**src/rtl/tm_multiclass_controller.sv**
```systemverilog
// tm_multiclass_controller: multi-class Tsetlin Machine inference sequencer with start/done, stall and abort
module tm_multiclass_controller #(
  parameter  int CLAUSES       = 2000,
  parameter  int LA_CHUNKS     = 49,
  parameter  int CLAUSE_CHUNKS = 63,
  parameter  int CLASSES       = 10,
  localparam int CW = CLAUSES > 1 ? $clog2(CLAUSES) : 1,
  localparam int LW = LA_CHUNKS > 1 ? $clog2(LA_CHUNKS) : 1,
  localparam int KW = CLAUSE_CHUNKS > 1 ? $clog2(CLAUSE_CHUNKS) : 1,
  localparam int NW = CLASSES > 1 ? $clog2(CLASSES) : 1
) (
  input  logic          clk,
  input  logic          rst_flag_n,
  input  logic          start,
  input  logic          abort,
  input  logic          stall,
  output logic [CW-1:0] clause_id,
  output logic [LW-1:0] la_chunk_id,
  output logic [KW-1:0] clause_chunk_id,
  output logic [NW-1:0] class_id,
  output logic          compare_states_ctrl,
  output logic          clause_out_ctrl,
  output logic          class_sum_ctrl,
  output logic          class_sum_th_ctrl,
  output logic          argmax_en,
  output logic          write_mode,
  output logic          read_mode,
  output logic          busy,
  output logic          done_flag
);
  typedef enum logic [2:0] {S_IDLE, S_EVAL, S_CLOSE, S_SUM, S_THRESH, S_ARGMAX, S_DONE} state_t;
  localparam logic [CW-1:0] CL_LAST = CW'(CLAUSES - 1);
  localparam logic [LW-1:0] LA_LAST = LW'(LA_CHUNKS - 1);
  localparam logic [KW-1:0] CK_LAST = KW'(CLAUSE_CHUNKS - 1);
  localparam logic [NW-1:0] CS_LAST = NW'(CLASSES - 1);
  state_t        r_state, w_nstate;
  logic [CW-1:0] r_clause, w_nclause;
  logic [LW-1:0] r_la, w_nla;
  logic [KW-1:0] r_chunk, w_nchunk;
  logic [NW-1:0] r_class, w_nclass;
  logic          r_go, w_go;
  // r_go marks a cycle whose action really executes; a stalled edge leaves a bubble with strobes idle
  always_ff @(posedge clk or negedge rst_flag_n)
    if (!rst_flag_n) begin
      r_state  <= S_IDLE;
      r_clause <= '0;
      r_la     <= '0;
      r_chunk  <= '0;
      r_class  <= '0;
      r_go     <= 1'b0;
    end else begin
      r_state  <= w_nstate;
      r_clause <= w_nclause;
      r_la     <= w_nla;
      r_chunk  <= w_nchunk;
      r_class  <= w_nclass;
      r_go     <= w_go;
    end
  always_comb begin
    w_nstate  = r_state;
    w_nclause = r_clause;
    w_nla     = r_la;
    w_nchunk  = r_chunk;
    w_nclass  = r_class;
    w_go      = !abort && (r_state == S_IDLE || !stall);
    if (abort) begin
      w_nstate  = S_IDLE;
      w_nclause = '0;
      w_nla     = '0;
      w_nchunk  = '0;
      w_nclass  = '0;
    end else if (w_go) begin
      case (r_state)
        S_IDLE:   w_nstate = start ? S_EVAL : S_IDLE;
        S_EVAL: begin
          w_nla    = r_la == LA_LAST ? r_la : r_la + 1'b1;
          w_nstate = r_la == LA_LAST ? S_CLOSE : S_EVAL;
        end
        S_CLOSE: begin
          w_nla     = '0;
          w_nclause = r_clause == CL_LAST ? '0 : r_clause + 1'b1;
          w_nstate  = r_clause == CL_LAST ? S_SUM : S_EVAL;
        end
        S_SUM: begin
          w_nchunk = r_chunk == CK_LAST ? '0 : r_chunk + 1'b1;
          w_nstate = r_chunk == CK_LAST ? S_THRESH : S_SUM;
        end
        S_THRESH: w_nstate = S_ARGMAX;
        S_ARGMAX: begin
          w_nclass = r_class == CS_LAST ? r_class : r_class + 1'b1;
          w_nstate = r_class == CS_LAST ? S_DONE : S_EVAL;
        end
        S_DONE: begin
          w_nclass = '0;
          w_nstate = S_IDLE;
        end
        default: begin
          w_nstate  = S_IDLE;
          w_nclause = '0;
          w_nla     = '0;
          w_nchunk  = '0;
          w_nclass  = '0;
        end
      endcase
    end
  end
  always_comb begin
    compare_states_ctrl = !(r_go && r_state == S_EVAL);
    clause_out_ctrl     = !(r_go && r_state == S_CLOSE);
    class_sum_ctrl      = !(r_go && r_state == S_SUM);
    class_sum_th_ctrl   = !(r_go && r_state == S_THRESH);
    argmax_en           = r_go && r_state == S_ARGMAX;
    done_flag           = r_go && r_state == S_DONE;
    write_mode          = r_state == S_EVAL || r_state == S_CLOSE;
    read_mode           = r_state == S_SUM || r_state == S_THRESH;
    busy                = r_state != S_IDLE;
    clause_id           = r_clause;
    la_chunk_id         = r_la;
    clause_chunk_id     = r_chunk;
    class_id            = r_class;
  end
endmodule

```
**config.mk**
```make
export PLATFORM = sky130hd
export DESIGN_NAME = tm_multiclass_controller
export DESIGN_NICKNAME = d
export VERILOG_FILES = /design/src/rtl/tm_multiclass_controller.sv
export SDC_FILE = /design/constraint.sdc
export NUM_CORES = 1
export LEC_CHECK = 0
export CORE_MARGIN = 2
export CORE_UTILIZATION = 45
export CTS_CLUSTER_DIAMETER = 150
export DETAILED_ROUTE_END_ITERATION = 10
export PLACE_DENSITY = 0.76
export SLEW_MARGIN = 20
export SYNTH_ARGS = -nofsm -noshare
export SYNTH_HDL_FRONTEND = slang
export SYNTH_SLANG_ARGS = --single-unit
export TNS_END_PERCENT = 20
```
**constraint.sdc**
```tcl
create_clock -name clk -period 3.1 [get_ports clk]
set_clock_uncertainty 0.15 [all_clocks]
set_input_delay 0.62 -clock clk [delete_from_list [all_inputs] [get_ports clk]]
set_output_delay 0.62 -clock clk [all_outputs]
set_load 0.01 [all_outputs]
```
# Word-level counts from Yosys, hierarchy flattened
# Index checks and enable logic that the tools add are counted.
dict set report totals {
  regBits 31
  latch_bits 0
  mem_bits_rw 0
  rom_bits 0
  in_bits 5
  mem_count 0
}
dict set report classes {
  add_sub_neg 4
  multipliers 0
  div 0
  magnitude_cmp 0
  n_eq_ne 16
  shifts 0
  mux 24
  bitwise 0
  n_reduce_logical 27
}
# operator n
set ops {}
lappend ops {{$mux W6} 6}
lappend ops {{$mux W11} 3}
lappend ops {{$pmux W6 S2} 2}
lappend ops {{$pmux W11 S2} 1}
lappend ops {{$pmux W3 S6} 1}
lappend ops {{$add A6 B1 Y6 const B} 2}
lappend ops {{$eq A6 B6 Y1 const B} 2}
lappend ops {{$mux W3} 4}
lappend ops {{$mux W4} 3}
lappend ops {{$reduce_or A6 Y1} 2}
lappend ops {{$add A11 B1 Y11 const B} 1}
lappend ops {{$eq A11 B11 Y1 const B} 1}
lappend ops {{$reduce_or A5 Y1} 2}
lappend ops {{$eq A3 B3 Y1 const B} 3}
lappend ops {{$ne A2 B1 Y1 const B} 4}
lappend ops {{$pmux W4 S2} 1}
lappend ops {{$logic_and A1 B1 Y1} 7}
lappend ops {{$eq A3 B2 Y1 const B} 2}
lappend ops {{$logic_not A1 Y1} 6}
lappend ops {{$ne A3 B3 Y1 const B} 2}
lappend ops {{$reduce_and A3 Y1} 2}
lappend ops {{$add A4 B1 Y4 const B} 1}
lappend ops {{$eq A4 B4 Y1 const B} 1}
lappend ops {{$mux W2} 2}
lappend ops {{7 further kinds} 10}

# Longest topological paths before layout
dict set report depth {
  word_depth 5
  ltp_mapped 6
  ltp_nobuf 6
}

# Least setup slack after synthesis
# OpenSTA, ideal clock, no wires.
dict set report synth_path {
  kind {register -> output}
  start {register r_state[0]}
  end {output port read_mode}
  arrival_time_ns 1.244
  required_time_ns 2.330
  setup_slack_ns 1.086
  stages_incl_launch_ff 6
  path_buffers 3
  path_cell_list {dfrtp_1 > buf_2 > buf_2 > buf_2 > nand2_1 > o21ai_0}
}
dict set report synth_between {
  elab_chain_len 2
  word_cells_on_any_way 3
  cone_classes {eq/ne: 2; reduce/logical: 1}
}
# item line
set synth_rtl {}
lappend synth_rtl {{start, declared} 36} ;# state_t r_state, w_nstate;
lappend synth_rtl {{start signal, assigned} 52} ;# r_state <= w_nstate;
lappend synth_rtl {{$eq A3 B2 Y1 / $eq A3 B3 Y1 (equally long branches)} 115} ;# read_mode = r_state == S_SUM || r_state == S_THRESH;
lappend synth_rtl {{$logic_or A1 B1 Y1 (*)} 115}
lappend synth_rtl {{end, declared} 27} ;# output logic read_mode,
# Mark *: on every way between the ends. The rest lies on a longest branch, timed or not.

# Worst setup path in the final report
dict set report layout_path {
  start {register r_state[1]}
  end {output port clause_out_ctrl}
}
dict set report layout_between {
  elab_chain_len 3
}
# item line
set layout_rtl {}
lappend layout_rtl {{$eq A3 B2 Y1} 109} ;# clause_out_ctrl = !(r_go && r_state == S_CLOSE);
lappend layout_rtl {{$logic_and A1 B1 Y1} 109}
lappend layout_rtl {{$logic_not A1 Y1} 109}
lappend layout_rtl {{end, declared} 22} ;# output logic clause_out_ctrl,
# Every way passes these cells.

==> run_results.csv <==
group,metric,value,unit
job,cap_violations,0,
route,wirelength,4.61,mm
pwr,ir_drop,0.214,mV
route,via_per_inst,5.82,
worst_setup_path,crit_type,"flip-flop to output pin",
layout,fin_nets,281,
clocking,tritoncts,"built",
floorplan,start_util,0.470,
global_route,grt_max_degree,32,
route,dr.pass1.iters,4,
global_route,antenna_found_initial,0,
timing,finalHoldViolations,0,
route,num_vias,1875,
min_path,min_from,"class_id[1]$_DFFE_PN0P_",
placed_design,placed_area,0.00251,mm^2
timing,relSlewSlack,0.645,
global_route,grt_util_all_layers,0.198,
worst_setup_path,crit_start,"r_state[1]$_DFFE_PN0P_",
timing,setup-tns-final,0,ns
worst_setup_path,crit_path_start_kind,"flip-flop",
layout,postLayoutCoreUtil,0.602,
route,wl_per_cell,14.3,um
clocking,clockBufferDepth,2,
worst_setup_path,crit_required,2.33,ns
global_route,grt-ovfl-total,0,
clocking,clkTransAtPathRegs,0.06,ns
synthesis,syn_area,0.00206,mm^2
route,dr.first_iter.drc_count,82,
synthesis,ys_seq_area_frac,0.377,
layout,n_fill_cell,410,
placed_design,io_buffers,40,
timing,final.period_utilization,0.879,
clocking,cts_resized,0,
worst_setup_path,crit_path_end_kind,"output pin",
floorplan,fp.coreArea,0.00438,mm^2
layout,synthToLayoutAreaGrowth,28.3,%
timing,worst-slew-pin-transition,0.532,ns
worst_setup_path,cp.arrival,1.95,ns
global_route,grt_pass1_wl,8.19,mm
layout,final_layout_size_suffix_gt1_frac,0.0778,
timing,setup_viol,0,
layout,final_cells,322,
worst_setup_path,r2r_start,"r_state[2]$_DFFE_PN0P_",
floorplan,dieHeight,71.7,um
clocking,clockRootBuffer,"clkbuf_8",
synthesis,synthFlopType,"dfrtp_1",
placed_design,gp_congestion,0.875,
synthesis,synth_edf_count,0,
placed_design,place_inst,314,
floorplan,die_w,71.7,um
clocking,cts_setup_buffers,0,
timing,grt_setup_unrepaired,"false",
clocking,cts_made_buffers,5,
layout,final_area,0.00264,mm^2
synthesis,synth_cell_types,49,
timing,period_needed,2.72,ns
synthesis,synth.avg_cell_area,8.99,um^2
pwr,p_leak,1.07,nW
clocking,cts_hold_buf,0,
clocking,clk_latency,0.29,ns
placed_design,detailed_place_hpwl,3.28,mm
synthesis,ys_async_sr_fraction,1.00,
timing,max_freq,367,MHz
floorplan,num_io_pins,41,
timing,drv_slew,0,
synthesis,synth_nets,241,
synthesis,synth_seq_cells,31,
synthesis,synthCells,229,
synthesis,synth_warnings,0,
global_route,grt_pass1_vias,1794,
outcome,status,"completed",
route,final_antenna_net_count,0,
clocking,clock_sinks,31,
worst_setup_path,rrSetupSlack,0.87,ns
layout,diodes,0,
floorplan,dieArea,0.00513,mm^2
floorplan,num_rows,24,
worst_setup_path,cp_max_fo,22,
pwr,powerDensity,372,mW/mm^2
clocking,htreeDepth,2,
route,route.detailed.drc,0,
min_path,worstHoldPathType,"flip-flop to flip-flop",
metrics by stage:
stage | total power, mW | hold slack, ns | setup slack [ns]
4_1_cts | 0.992 | 0.416 | 0.366
3_5_place_dp | 0.511 | 0.407 | 0.577
6_report | 0.982 | 0.412 | 0.376
2_1_floorplan | 0.474 | 0.174 | 1.09
5_1_grt | 1.02 | 0.464 | 0.146
3_3_place_gp | 0.509 | 0.397 | 0.612
cell usage after synthesis (2+ instances only):
| cell | count | area (um^2) |
|---|---|---|
| o21ai_0 | 19 | 95.1 |
| a22o_1 | 3 | 26.3 |
| nand3_1 | 13 | 65.1 |
| and4_1 | 4 | 35.0 |
| nor3_1 | 2 | 10.0 |
| buf_2 | 7 | 35.0 |
| or4_1 | 3 | 22.5 |
| nand2b_1 | 11 | 68.8 |
| a21oi_2 | 2 | 17.5 |
| nand2_1 | 21 | 78.8 |
| and4b_1 | 2 | 20.0 |
| xor2_1 | 4 | 35.0 |
| a21oi_1 | 14 | 70.1 |
| ha_1 | 7 | 87.6 |
| clkbuf_1 | 5 | 18.8 |
| and3_1 | 6 | 37.5 |
| nand3b_1 | 6 | 45.0 |
| dfrtp_1 | 31 | 776 |
| or3_1 | 6 | 37.5 |
| mux2i_1 | 5 | 50.1 |
| inv_1 | 6 | 22.5 |
| o31ai_1 | 6 | 45.0 |
| nor3b_1 | 2 | 15.0 |
| a211oi_1 | 3 | 22.5 |
| nor2_1 | 9 | 33.8 |
| nand4_1 | 4 | 25.0 |
| and3b_1 | 2 | 17.5 |
| or2_2 | 2 | 12.5 |
| nand4b_1 | 2 | 17.5 |
| and2_1 | 3 | 18.8 |
placed cells by master, fill, tap and decap left out, types with 4 or more instances in the layout:
cell             Yosys  final
or3_1                6      6
clkdlybuf4s50_1      0     40
buf_4                1      6
mux2i_1              5      5
and3_1               6      6
dfrtp_1             31     31
ha_1                 7      7
nand2b_1            11     11
nand4_1              4      4
nor2_1               9      9
and4_1               4      4
clkbuf_8             0      5
nand3b_1             6      6
nand3_1             13     13
o31ai_1              6      6
o21ai_0             19     19
a21oi_1             14     14
inv_1                6      6
nand2_1             21     21
xor2_1               4      4
final cells by class:
type	count	area [um^2]	area share
clock buffer	6	72.6	0.0275
tap	52	65.1	0.0246
inverter	6	22.5	0.00853
multi-input combinational	179	1200	0.454
clock inverter	2	60.1	0.0227
sequential	31	776	0.294
timing repair buffer	46	445	0.169
cells by family (layout without fill, tap and decap cells):
family / Yosys count / count (layout) / synth area share
buf+inv: 19 / 60 / 0.0407
xor+xnor: 5 / 5 / 0.0213
fa+ha+maj: 7 / 7 / 0.0425
compound gates: 57 / 57 / 0.186
flops: 31 / 31 / 0.377
simple gates: 104 / 104 / 0.303
mux: 6 / 6 / 0.0298
worst max-delay path, cell delays in order, from the launching register on:
cell and delay, ns:
dfrtp_1 0.68, nand2b_1 0.24, nor2_1 0.20, nand2_1 0.08, clkdlybuf4s50_1 0.47
sequential cells by signal, summed over array words and instances (netlist names):
signal           cells
clause_chunk_id      6
r_state              3
la_chunk_id          6
r_go                 1
clause_id           11
class_id             4
worst paths after layout:
kind	to	cells after the start
setup / recovery	clause_out_ctrl	4
hold / removal	class_id[1]$_DFFE_PN0P_	2
setup reg to reg	clause_id[10]$_DFFE_PN0P_	6
hold reg to reg	class_id[1]$_DFFE_PN0P_	2
max in group asynchronous	r_state[2]$_DFFE_PN0P_	2
min in group asynchronous	clause_id[5]$_DFFE_PN0P_	2
per-layer routing:
layer	up-vias	global-route usage	wire length, um
met3	6	0.0506	226
li1	928	-	-
met5	-	0	0
met4	0	0.0587	37
met1	903	0.268	2220
met2	38	0.313	2130
power breakdown:
group	internal, mW	switching, mW	total [mW]
Clock	0.321	0.158	0.480
Sequential	0.408	0.0105	0.419
Combinational	0.0373	0.0465	0.0838
No activity file was read; power rests on OpenSTA's default activity.
